## src/rtl/div_sequencer.sv

```systemverilog
`default_nettype none
// ============================================================================
// Module      : div_sequencer
// Description : Multi-cycle 32-bit restoring divider for DIV/DIVU/REM/REMU
//               with RISC-V M-extension divide-by-zero and overflow results.
//               Optional macro: DIV_SEQ_EARLY_OUT_EN (special cases skip CALC).
// Revision    : 1.0 - initial release
// ============================================================================
module div_sequencer (
    input  logic        CLK,
    input  logic        RESET,
    input  logic        START,
    input  logic [4:0]  SELECT,
    input  logic [31:0] DATA1,
    input  logic [31:0] DATA2,
    input  logic        FLUSH,
    output logic        BUSY,
    output logic        DONE,
    output logic [31:0] RESULT
);

    localparam logic [1:0] c_IDLE = 2'd0;
    localparam logic [1:0] c_CALC = 2'd1;
    localparam logic [1:0] c_FIX  = 2'd2;

    localparam logic [4:0]  c_LAST_ITER = 5'd31;
    localparam logic [31:0] c_ALL_ONES  = 32'hFFFF_FFFF;
    localparam logic [31:0] c_INT_MIN   = 32'h8000_0000;

    logic [1:0]  r_state;
    logic [4:0]  r_cnt;
    logic [31:0] r_rem;
    logic [31:0] r_quo;
    logic [31:0] r_div;
    logic [31:0] r_dvd_raw;
    logic        r_is_rem;
    logic        r_neg_q;
    logic        r_neg_r;
    logic        r_div_zero;
    logic        r_ovf;
    logic        r_done;
    logic [31:0] r_result;

    logic        w_valid_op;
    logic        w_signed;
    logic [31:0] w_abs_a;
    logic [31:0] w_abs_b;
    logic        w_div_zero;
    logic        w_ovf;
    logic [32:0] w_rem_sh;
    logic [31:0] w_sub;
    logic        w_ge;
    logic [31:0] w_rem_next;
    logic [31:0] w_quo_next;
    logic [31:0] w_quo_signed;
    logic [31:0] w_rem_signed;
    logic [31:0] w_fix_result;

    // Opcode decode: 111xy, x=0 signed, y=1 remainder
    assign w_valid_op = (SELECT[4:2] == 3'b111);
    assign w_signed   = ~SELECT[1];
    assign w_abs_a    = (w_signed && DATA1[31]) ? (~DATA1 + 32'd1) : DATA1;
    assign w_abs_b    = (w_signed && DATA2[31]) ? (~DATA2 + 32'd1) : DATA2;
    assign w_div_zero = (DATA2 == 32'd0);
    assign w_ovf      = w_signed && (DATA1 == c_INT_MIN) && (DATA2 == c_ALL_ONES);

    // One restoring step: the partial remainder can momentarily need 33 bits
    assign w_rem_sh   = {r_rem, r_quo[31]};
    assign w_ge       = (w_rem_sh >= {1'b0, r_div});
    assign w_sub      = w_rem_sh[31:0] - r_div;
    assign w_rem_next = w_ge ? w_sub : w_rem_sh[31:0];
    assign w_quo_next = {r_quo[30:0], w_ge};

    assign w_quo_signed = r_neg_q ? (~r_quo + 32'd1) : r_quo;
    assign w_rem_signed = r_neg_r ? (~r_rem + 32'd1) : r_rem;

    // Special cases are always forced here so the early-out path needs no datapath work
    always_comb begin
        w_fix_result = r_is_rem ? w_rem_signed : w_quo_signed;
        if (r_div_zero) begin
            w_fix_result = r_is_rem ? r_dvd_raw : c_ALL_ONES;
        end else if (r_ovf) begin
            w_fix_result = r_is_rem ? 32'd0 : c_INT_MIN;
        end
    end

    always_ff @(posedge CLK) begin
        if (RESET) begin
            r_state    <= c_IDLE;
            r_cnt      <= 5'd0;
            r_rem      <= 32'd0;
            r_quo      <= 32'd0;
            r_div      <= 32'd0;
            r_dvd_raw  <= 32'd0;
            r_is_rem   <= 1'b0;
            r_neg_q    <= 1'b0;
            r_neg_r    <= 1'b0;
            r_div_zero <= 1'b0;
            r_ovf      <= 1'b0;
            r_done     <= 1'b0;
            r_result   <= 32'd0;
        end else begin
            r_done <= 1'b0;
            case (r_state)
                c_IDLE: begin
                    if (START && w_valid_op) begin
                        r_is_rem   <= SELECT[0];
                        r_neg_q    <= w_signed && (DATA1[31] ^ DATA2[31]);
                        r_neg_r    <= w_signed && DATA1[31];
                        r_quo      <= w_abs_a;
                        r_div      <= w_abs_b;
                        r_rem      <= 32'd0;
                        r_cnt      <= 5'd0;
                        r_dvd_raw  <= DATA1;
                        r_div_zero <= w_div_zero;
                        r_ovf      <= w_ovf;
`ifdef DIV_SEQ_EARLY_OUT_EN
                        r_state    <= (w_div_zero || w_ovf) ? c_FIX : c_CALC;
`else
                        r_state    <= c_CALC;
`endif
                    end
                end
                c_CALC: begin
                    if (FLUSH) begin
                        r_state <= c_IDLE;
                    end else begin
                        r_rem <= w_rem_next;
                        r_quo <= w_quo_next;
                        r_cnt <= r_cnt + 5'd1;
                        if (r_cnt == c_LAST_ITER) begin
                            r_state <= c_FIX;
                        end
                    end
                end
                c_FIX: begin
                    if (!FLUSH) begin
                        r_result <= w_fix_result;
                        r_done   <= 1'b1;
                    end
                    r_state <= c_IDLE;
                end
                default: begin
                    r_state <= c_IDLE;
                end
            endcase
        end
    end

    assign BUSY   = (r_state != c_IDLE);
    assign DONE   = r_done;
    assign RESULT = r_result;

endmodule
`default_nettype wire

```

## config.mk

```make
export PLATFORM = sky130hd
export DESIGN_NAME = div_sequencer
export DESIGN_NICKNAME = d
export VERILOG_FILES = /design/src/rtl/div_sequencer.sv
export SDC_FILE = /design/constraint.sdc
export NUM_CORES = 1
export LEC_CHECK = 0
export BUFFER_PORTS_ARGS = -buffer_cell sky130_fd_sc_hd__buf_2
export CORE_MARGIN = 3
export CORE_UTILIZATION = 51
export CTS_CLUSTER_DIAMETER = 80
export DETAILED_ROUTE_END_ITERATION = 6
export PLACE_DENSITY = 0.7
export SLEW_MARGIN = 20
export SYNTH_ARGS = -nofsm -noshare
export SYNTH_HDL_FRONTEND = slang
export SYNTH_SLANG_ARGS = --single-unit
export TNS_END_PERCENT = 100
```

## constraint.sdc

```tcl
create_clock -name CLK -period 7.2 [get_ports CLK]
set_input_delay 0.36 -clock CLK [delete_from_list [all_inputs] [get_ports CLK]]
set_output_delay 0.36 -clock CLK [all_outputs]
set_load 0.02 [all_outputs]
```

==> impl_metrics.py, run 1 <==
metrics = {
    "setup_path": {
        "crit_fanout": 34,
        "crit_type": "register to register",
        "critPathSlowestCell": "dfxtp_1",
        "path_buf_inv": 1,
        "cpLargestDelayFamily": "compound AO/OA/AOI/OAI gates",
        "arrival_ns": 3.79,
        "cp-end-kind": "register",
        "slowest_delay_ns": 0.47,
        "crit_required_ns": 7.50,
        "worstPathCellList": "ha_1, a21o_1, a221oi_1, a41oi_1, a31oi_1, o311a_1, buf_4, nand2b_1, o21ai_0",
        "start_kind": "register",
    },
    "place": {
        "io_buffers": 106,
        "place_area_um2": 12100,
        "dp_hpwl_um": 24500,
        "routabilityCongestion": 0.958,
    },
    "timing": {
        "worst_pin_slew_ns": 1.06,
        "skew_ns": 0.00964,
        "hold_viol_final": 0,
        "slew_headroom": 0.290,
        "finalSetupViolations": 0,
        "finalCriticalPeriod_ns": 3.49,
        "setup_tns_ns": 0,
        "period_share": 0.485,
        "slew_violations": 0,
        "fmax_mhz": 287,
        "rsz0062_at_grt": "no",
    },
    "floorplan": {
        "dieArea_um2": 24400,
        "num_rows": 54,
        "die_h_um": 156,
        "core-area_um2": 22000,
        "die_w_um": 156,
        "io_pins": 107,
        "initial_core_util": 0.524,
    },
    "route": {
        "via_per_inst": 6.13,
        "drt_first_pass_iters": 5,
        "ant_nets": 0,
        "wl_per_cell_um": 18.4,
        "wirelength_um": 34000,
        "vias": 11314,
        "drcViolationCount": 0,
        "drt_iter0_drc": 938,
    },
    "layout": {
        "design_area_um2": 12700,
        "final_layout_size_suffix_gt1_frac": 0.116,
        "syn2layout_area_growth_pct": 10.7,
        "nets": 1664,
    },
    "job": {
        "drv_cap": 0,
    },
    "synthesis": {
        "synth_edf_count": 0,
        "synth_area_leader_cell": "dfxtp_1",
        "postSynthCellCount": 1513,
        "synth_common_cells": "173 x dfxtp_1, 173 x nand2_1, 163 x nor2_1",
        "syn_area_um2": 11500,
        "synth.area.top_cells": "dfxtp_1 30%, xor2_1 6.3%, a21oi_1 6.1%, nand2_1 5.6%, nor2_1 5.3%",
        "synth.yosys.seq_area_share": 0.301,
        "synth_cell_types": 74,
        "async_flop_share": 0,
        "avgSynthCellArea_um2": 7.60,
        "ys_seq_elements": 173,
        "synth_top_area_frac": 0.301,
        "synthFlopType": "dfxtp_1",
        "synth_nets": 1626,
        "yosys_warnings": 0,
    },
    "pwr": {
        "ir_worst_vdd_v": 0.000165,
        "cellPowerDensity_nw_per_um2": 194,
        "leakage_nw": 5.05,
    },
    "outcome": {
        "outcome": "finished clean",
    },
    "clocking": {
        "cts_setup_buffers": 0,
        "cts_buffers": 17,
        "clock-sinks": 173,
        "insertion_delay_ns": 0.44,
        "cts-root-buf": "clkbuf_16",
        "ctsHtreeMaxLevel": 4,
        "ctsResizeCount": 0,
        "cts_tree": "yes",
        "cts_buffer_depth": 2,
        "path_clk_slew_ns": 0.07,
        "postCtsHoldBufs": 0,
    },
    "global_routing": {
        "grt_pass1_wl_um": 54600,
        "antenna_found_initial": 1,
        "grt-ovfl-total": 0,
        "grt_pass1_vias": 10606,
        "grt_usage": 0.275,
        "grt_max_degree": 83,
    },
    "worst_hold_path": {
        "hold_path_class": "primary input to register",
    },
}
[through the flow]
step / worst slack [ns] / utilization / total power, mW / hold slack [ns] / std cells
2_1_floorplan: 4.44 / - / 1.39 / 0.428 / 1513
3_3_place_gp: 3.90 / 0.552 / 1.51 / 0.431 / 1812
3_5_place_dp: 3.81 / 0.552 / 1.52 / 0.440 / 1812
4_1_cts: 3.81 / 0.579 / 2.47 / 0.162 / 1844
5_1_grt: 3.43 / 0.580 / 2.57 / 0.171 / 1845
6_report: 3.71 / 0.580 / 2.47 / 0.169 / 1845
[cells in the final DEF (no fill, tap or decap), drive strengths merged, types with 21 or more instances in the layout]
master and count:
nand2 173, dfxtp 173, nor2 163, a21oi 141
buf 119, o21ai 98, xor2 83, xnor2 59
inv 55, a211oi 50, ha 39, o31ai 36
nor3 33, mux2i 22, nand4 21
[logic make-up after synthesis]
group	count (synthesis)	share of synthesized area
xor+xnor	142	0.108
compound gates	463	0.262
simple gates	515	0.210
buf+inv	153	0.0510
flops	173	0.301
mux	27	0.0240
fa+ha+maj	40	0.0442
[cell type report]
class	instances	area, um2
multi-input combinational	1187	7480
inverter	53	199
antenna	1	2.50
clock inverter	12	163
clock buffer	20	447
tap	280	350
timing repair buffer	119	631
sequential	173	3460
fill	2098	9220
[tightest hold or removal path, delay by kind of cell]
kind / cells / cell delay (ns)
AO/OA/AOI/OAI: 1 / 0.05
AND/OR/NAND/NOR: 1 / 0.05
buffers and inverters: 1 / 0.10
[flip-flops by register name, indices dropped and copies added, names as in the netlist, 2 cells and up]
register / flops
r_cnt: 5
r_state: 2
RESULT: 32
r_div: 32
r_dvd_raw: 32
r_rem: 32
r_quo: 32
[per-layer routing]
metal / GRT usage / wire, um / vias up
met2: 0.450 / 15700 / 429
met5: 0 / 0 / -
met3: 0.0402 / 2080 / 92
li1: - / - / 5516
met4: 0.122 / 1260 / 0
met1: 0.363 / 15000 / 5277
[final timing paths]
kind	start	endpoint	slack, ns	cells after the start
worst min register to register	RESULT[7]$_SDFFE_PP0P_	RESULT[7]$_SDFFE_PP0P_	0.45	2
worst max-delay path	r_rem[4]$_SDFFE_PP0P_	r_rem[27]$_SDFFE_PP0P_	3.71	9
worst min-delay path	SELECT[0]	r_is_rem$_SDFFE_PP0P_	0.17	3
worst max register to register	r_rem[4]$_SDFFE_PP0P_	r_rem[27]$_SDFFE_PP0P_	3.71	9
[where the power goes]
part           internal, mW  switching [mW]  leakage, nW
clock network         0.560           0.407        0.296
logic                 0.200           0.310         3.36
registers             0.975          0.0202         1.40
total                  1.73           0.737         5.05
(Power assumes the default switching activity.)
==> run 2: changes to the inputs <==
- clock period: 7.2 -> 3.3 ns (I/O delays scaled with it)
==> run 2 against run 1 <==
Fmax up 14%. Die area unchanged. Count of clock-buffer cells in the layout increased by 4. Worst setup slack got worse by 3.5 ns. First-iteration DRC count grew 14%. Wire length increased by 0.74%.
==> impl_metrics.py, run 2 (synthesized netlist as in run 1, its figures left out) <==
metrics = {
    "floorplan": {
        "num_rows": 54,
        "io_pins": 107,
        "core-area_um2": 22000,
        "initial_core_util": 0.524,
        "die_h_um": 156,
        "dieArea_um2": 24400,
        "die_w_um": 156,
    },
    "clocking": {
        "cts_tree": "yes",
        "insertion_delay_ns": 0.43,
        "cts_setup_buffers": 0,
        "cts_buffer_depth": 2,
        "cts-root-buf": "clkbuf_16",
        "ctsHtreeMaxLevel": 4,
        "cts_buffers": 17,
        "clock-sinks": 173,
        "path_clk_slew_ns": 0.07,
    },
    "route": {
        "highest_layer": "met5",
        "wl_met1_um": 15100,
        "vias": 11420,
        "drt_iter0_drc": 1070,
        "drcViolationCount": 0,
        "wirelength_um": 34200,
        "met2_wirelength_um": 16200,
        "wl_per_cell_um": 18.2,
        "wl_met3_um": 2210,
        "drt_first_pass_iters": 5,
        "ant_nets": 0,
        "via_per_inst": 6.07,
    },
    "timing": {
        "fmax_mhz": 326,
        "period_share": 0.929,
        "finalCriticalPeriod_ns": 3.07,
        "rsz0062_at_grt": "no",
        "slew_headroom": 0.386,
        "finalSetupViolations": 0,
        "worst_pin_slew_ns": 0.921,
        "slew_violations": 0,
        "setup_tns_ns": 0,
        "setup_ws_ns": 0.233,
        "hold_viol_final": 0,
        "skew_ns": 0.00906,
    },
    "pwr": {
        "ir_worst_vdd_v": 0.000291,
        "leakage_nw": 5.23,
        "p_total_mw": 5.40,
        "cellPowerDensity_nw_per_um2": 414,
    },
    "setup_path": {
        "crit_fanout": 11,
        "reg2reg_depth": 9,
        "crit_type": "register to register",
        "arrival_ns": 3.36,
        "crit_start": "r_rem[0]$_SDFFE_PP0P_",
        "start_kind": "register",
        "r2r_end": "r_rem[19]$_SDFFE_PP0P_",
        "cp-end-kind": "register",
        "crit_end": "r_rem[19]$_SDFFE_PP0P_",
        "worstReg2RegStart": "r_rem[0]$_SDFFE_PP0P_",
        "crit_required_ns": 3.59,
        "reg2reg_slack_ns": 0.23,
    },
    "layout": {
        "final_common_cell": "nand2_1",
        "instances_no_fill": 1882,
        "syn2layout_area_growth_pct": 13.4,
        "final_layout_size_suffix_gt1_frac": 0.134,
        "nets": 1702,
        "layout_common_cells": "173 x nand2_1, 172 x dfxtp_1, 160 x nor2_1",
        "n_antenna_cell": 0,
    },
    "global_routing": {
        "grt_pass1_wl_um": 55400,
        "grt_usage": 0.279,
        "grt_pass1_vias": 10667,
        "grt_max_degree": 77,
        "antenna_found_initial": 1,
        "grt-ovfl-total": 0,
    },
    "worst_hold_path": {
        "hold_path_class": "primary input to register",
    },
    "place": {
        "place_inst": 1846,
        "io_buffers": 106,
        "routabilityCongestion": 0.981,
        "dp_hpwl_um": 25100,
        "place_ws_ns": 0.257,
    },
    "outcome": {
        "outcome": "finished clean",
    },
    "job": {
        "drv_cap": 0,
    },
}
==> run 2: area by class of cell <==
| class | instances | area, um2 |
|---|---|---|
| Fill cell | 2059 | 8920 |
| Multi-Input combinational cell | 1187 | 7480 |
| Sequential cell | 173 | 3460 |
| Timing Repair Buffer | 157 | 951 |
| Clock buffer | 24 | 482 |
| Tap cell | 280 | 350 |
| Inverter | 53 | 199 |
| Clock inverter | 8 | 108 |
==> run 2: metrics by stage <==
stage                     hold WS, ns  instance area, um2   util
after global placement          0.422               12400  0.565
after detailed placement        0.419               12400  0.565
after CTS                     0.00399               13000  0.593
final                          0.0159               13000  0.594
after floorplan                 0.301               11500      -
after global routing           0.0101               13000  0.594
==> run 2: where the power goes <==
group          internal [mW]  switching (mW)  total (mW)  leakage, nW
logic                  0.507           0.676        1.18         3.56
registers               2.13          0.0437        2.17         1.40
clock network           1.18           0.866        2.05        0.273
==> run 2: worst max-delay path, cell delays in order (launching register included) <==
cell,delay (ns)
dfxtp_1,0.51
ha_1,0.30
nor2b_1,0.14
o31a_1,0.26
o211ai_1,0.30
a41oi_1,0.26
a31oi_2,0.29
o311a_1,0.31
nand2b_1,0.36
o21ai_0,0.18
==> run 2: layer usage <==
layer	track usage	vias to the layer above
li1	-	5607
met1	0.367	5351
met2	0.470	409
met3	0.0513	51
met4	0.0775	2
met5	0	-
==> run 2: worst min-delay path by stage <==
| stage | from | to | slack [ns] | cells after the start |
|---|---|---|---|---|
| floorplan | DATA1[10] | r_dvd_raw[10]$_SDFFE_PP0P_ | 0.30 | 2 |
| CTS | DATA1[18] | r_dvd_raw[18]$_SDFFE_PP0P_ | 0.004 | 3 |
| global placement | SELECT[0] | r_is_rem$_SDFFE_PP0P_ | 0.42 | 3 |
| detailed placement | SELECT[0] | r_is_rem$_SDFFE_PP0P_ | 0.42 | 3 |
| finish | DATA1[18] | r_dvd_raw[18]$_SDFFE_PP0P_ | 0.02 | 3 |
| global route | DATA1[11] | r_dvd_raw[11]$_SDFFE_PP0P_ | 0.01 | 3 |
==> run 2: what timing repair did <==
action,4_1_cts,5_1_grt
hold endpoints to repair,4,0
hold buffers,4,0
setup endpoints to repair,0,31
gates resized for setup,0,3
==> run 3: changes to the inputs <==
- clock period: 3.3 -> 3.5 ns (I/O delays scaled with it)
==> run 3 against run 2 <==
Final area is 1.2% lower. Fmax is 3.9% lower. Critical path type unchanged. Hold slack better by 0.00093 ns. Largest cell class unchanged. Non-clock buffer count is 14 lower. Sequential power is 6% lower. Critical path depth is 1 higher. Via count is 0.95% lower. Register-to-register slack better by 0.07 ns. Utilization is 0.70 points lower. Combinational power is 8% lower. Die area stayed put.
==> impl_metrics.py, run 3 (synthesized netlist as in run 1, its figures left out) <==
metrics = {
    "outcome": {
        "outcome": "finished clean",
    },
    "setup_path": {
        "cpLargestDelayFamily": "compound AO/OA/AOI/OAI gates",
        "crit_required_ns": 3.79,
        "arrival_ns": 3.48,
        "start_kind": "register",
        "worstPathCellList": "ha_1, nor2b_1, o31a_1, o211ai_1, a41oi_1, a31oi_1, o311a_1, buf_12, mux2i_1, o21ai_0",
        "crit_type": "register to register",
        "reg2reg_slack_ns": 0.31,
        "crit_fanout": 16,
        "slowest_delay_ns": 0.49,
        "cp-end-kind": "register",
        "path_buf_inv": 1,
        "critPathSlowestCell": "dfxtp_1",
    },
    "pwr": {
        "cellPowerDensity_nw_per_um2": 387,
        "power.internal_mw": 3.46,
        "power.switching_mw": 1.52,
        "leakage_nw": 5.14,
        "power_frac_comb": 0.220,
        "p_sw_frac": 0.306,
        "ir_worst_vdd_v": 0.000251,
        "clockPowerShare": 0.369,
        "p_seq_frac": 0.411,
    },
    "worst_hold_path": {
        "hold_path_class": "primary input to register",
    },
    "clocking": {
        "path_clk_slew_ns": 0.07,
        "cts-root-buf": "clkbuf_16",
        "ctsHtreeMaxLevel": 4,
        "ctsResizeCount": 0,
        "cts_buffers": 17,
        "clock-sinks": 173,
        "cts_buffer_depth": 2,
        "insertion_delay_ns": 0.43,
        "cts_tree": "yes",
    },
    "place": {
        "io_buffers": 106,
        "routabilityCongestion": 0.974,
        "dp_hpwl_um": 25100,
    },
    "layout": {
        "syn2layout_area_growth_pct": 12.0,
        "final_layout_size_suffix_gt1_frac": 0.128,
        "nets": 1688,
        "layout_common_cells": "173 x nand2_1, 172 x dfxtp_1, 160 x nor2_1",
        "final_util": 0.587,
        "final_common_cell": "nand2_1",
    },
    "route": {
        "wl_per_cell_um": 18.2,
        "ant_nets": 0,
        "drt_first_pass_iters": 5,
        "wirelength_um": 34100,
        "drcViolationCount": 0,
        "vias": 11311,
        "via_per_inst": 6.05,
        "drt_iter0_drc": 851,
    },
    "global_routing": {
        "antenna_found_initial": 2,
        "grt_pass1_vias": 10444,
        "grt_max_degree": 103,
        "grt_pass1_wl_um": 54600,
        "grt-ovfl-total": 0,
        "grt_usage": 0.275,
    },
    "floorplan": {
        "die_w_um": 156,
        "core-area_um2": 22000,
        "io_pins": 107,
        "die_h_um": 156,
        "initial_core_util": 0.524,
        "dieArea_um2": 24400,
        "num_rows": 54,
    },
    "timing": {
        "finalCriticalPeriod_ns": 3.19,
        "fmax_mhz": 313,
        "period_share": 0.912,
        "setup_tns_ns": 0,
        "rsz0062_at_grt": "no",
        "slew_violations": 0,
        "skew_ns": 0.0103,
        "hold_viol_final": 0,
        "finalSetupViolations": 0,
        "worst_pin_slew_ns": 0.936,
        "slew_headroom": 0.375,
    },
    "job": {
        "drv_cap": 0,
    },
}
==> run 3: changes by cell type in the layout (fill, tap and decap cells not counted), sizes merged, moves of 2 or more <==
cell         previous run  this run
clkinvlp                4         6
dlygate4sd3             4         1
clkinv                  1         4
buf                   153       142
clkbuf                 24        19
==> run 3: final cells by class <==
class / count / area [um2]
diodes: 1 / 2.50
clock buffers: 19 / 443
clock inverters: 13 / 116
fillers: 2083 / 9070
inverters: 53 / 199
multi-input cells: 1187 / 7470
flip-flops and latches: 173 / 3460
well taps: 280 / 350
repair buffers: 143 / 838
==> run 3: power by group through the flow <==
stage | clock, mW | combinational (mW) | sequential (mW)
2_1_floorplan | 0 | 0.774 | 2.08
3_3_place_gp | 0 | 1.06 | 2.09
3_5_place_dp | 0 | 1.08 | 2.09
4_1_cts | 1.86 | 1.08 | 2.05
5_1_grt | 1.95 | 1.19 | 2.05
6_report | 1.84 | 1.09 | 2.05
==> run 3: timing repair <==
item,CTS,global route
endpoints found under the hold margin,1,0
buffers inserted,0,0
hold buffers,1,0
==> run 3: path summary, 6_finish.rpt <==
check        cells after the start                    endpoint                   start
max reg2reg                     10      r_rem[12]$_SDFFE_PP0P_   r_rem[0]$_SDFFE_PP0P_
min                              3  r_dvd_raw[15]$_SDFFE_PP0P_               DATA1[15]
min reg2reg                      2      RESULT[7]$_SDFFE_PP0P_  RESULT[7]$_SDFFE_PP0P_
max                             10      r_rem[12]$_SDFFE_PP0P_   r_rem[0]$_SDFFE_PP0P_
==> run 3: metrics by stage <==
stage	hold slack [ns]	area (um2)	setup WS [ns]	cells	power, mW
after detailed placement	0.429	12300	0.345	1835	3.17
after floorplan	0.311	11500	0.739	1513	2.85
final	0.0168	12900	0.307	1869	4.98
after CTS	0.00569	12900	0.331	1868	4.99
after global placement	0.422	12300	0.468	1835	3.16
after global routing	0.00674	12900	0.0513	1869	5.20
==> run 3: metal layers <==
| metal | vias up | GRT usage | share of wire |
|---|---|---|---|
| li1 | 5571 | - | - |
| met3 | 67 | 0.0380 | 0.062 |
| met5 | - | 0 | 0.00038 |
| met4 | 2 | 0.103 | 0.029 |
| met1 | 5268 | 0.365 | 0.44 |
| met2 | 403 | 0.457 | 0.47 |
==> run 3: worst min-delay path: stages <==
cell     delay (ns)
buf_2          0.12
nand2_1        0.06
a21oi_1        0.05
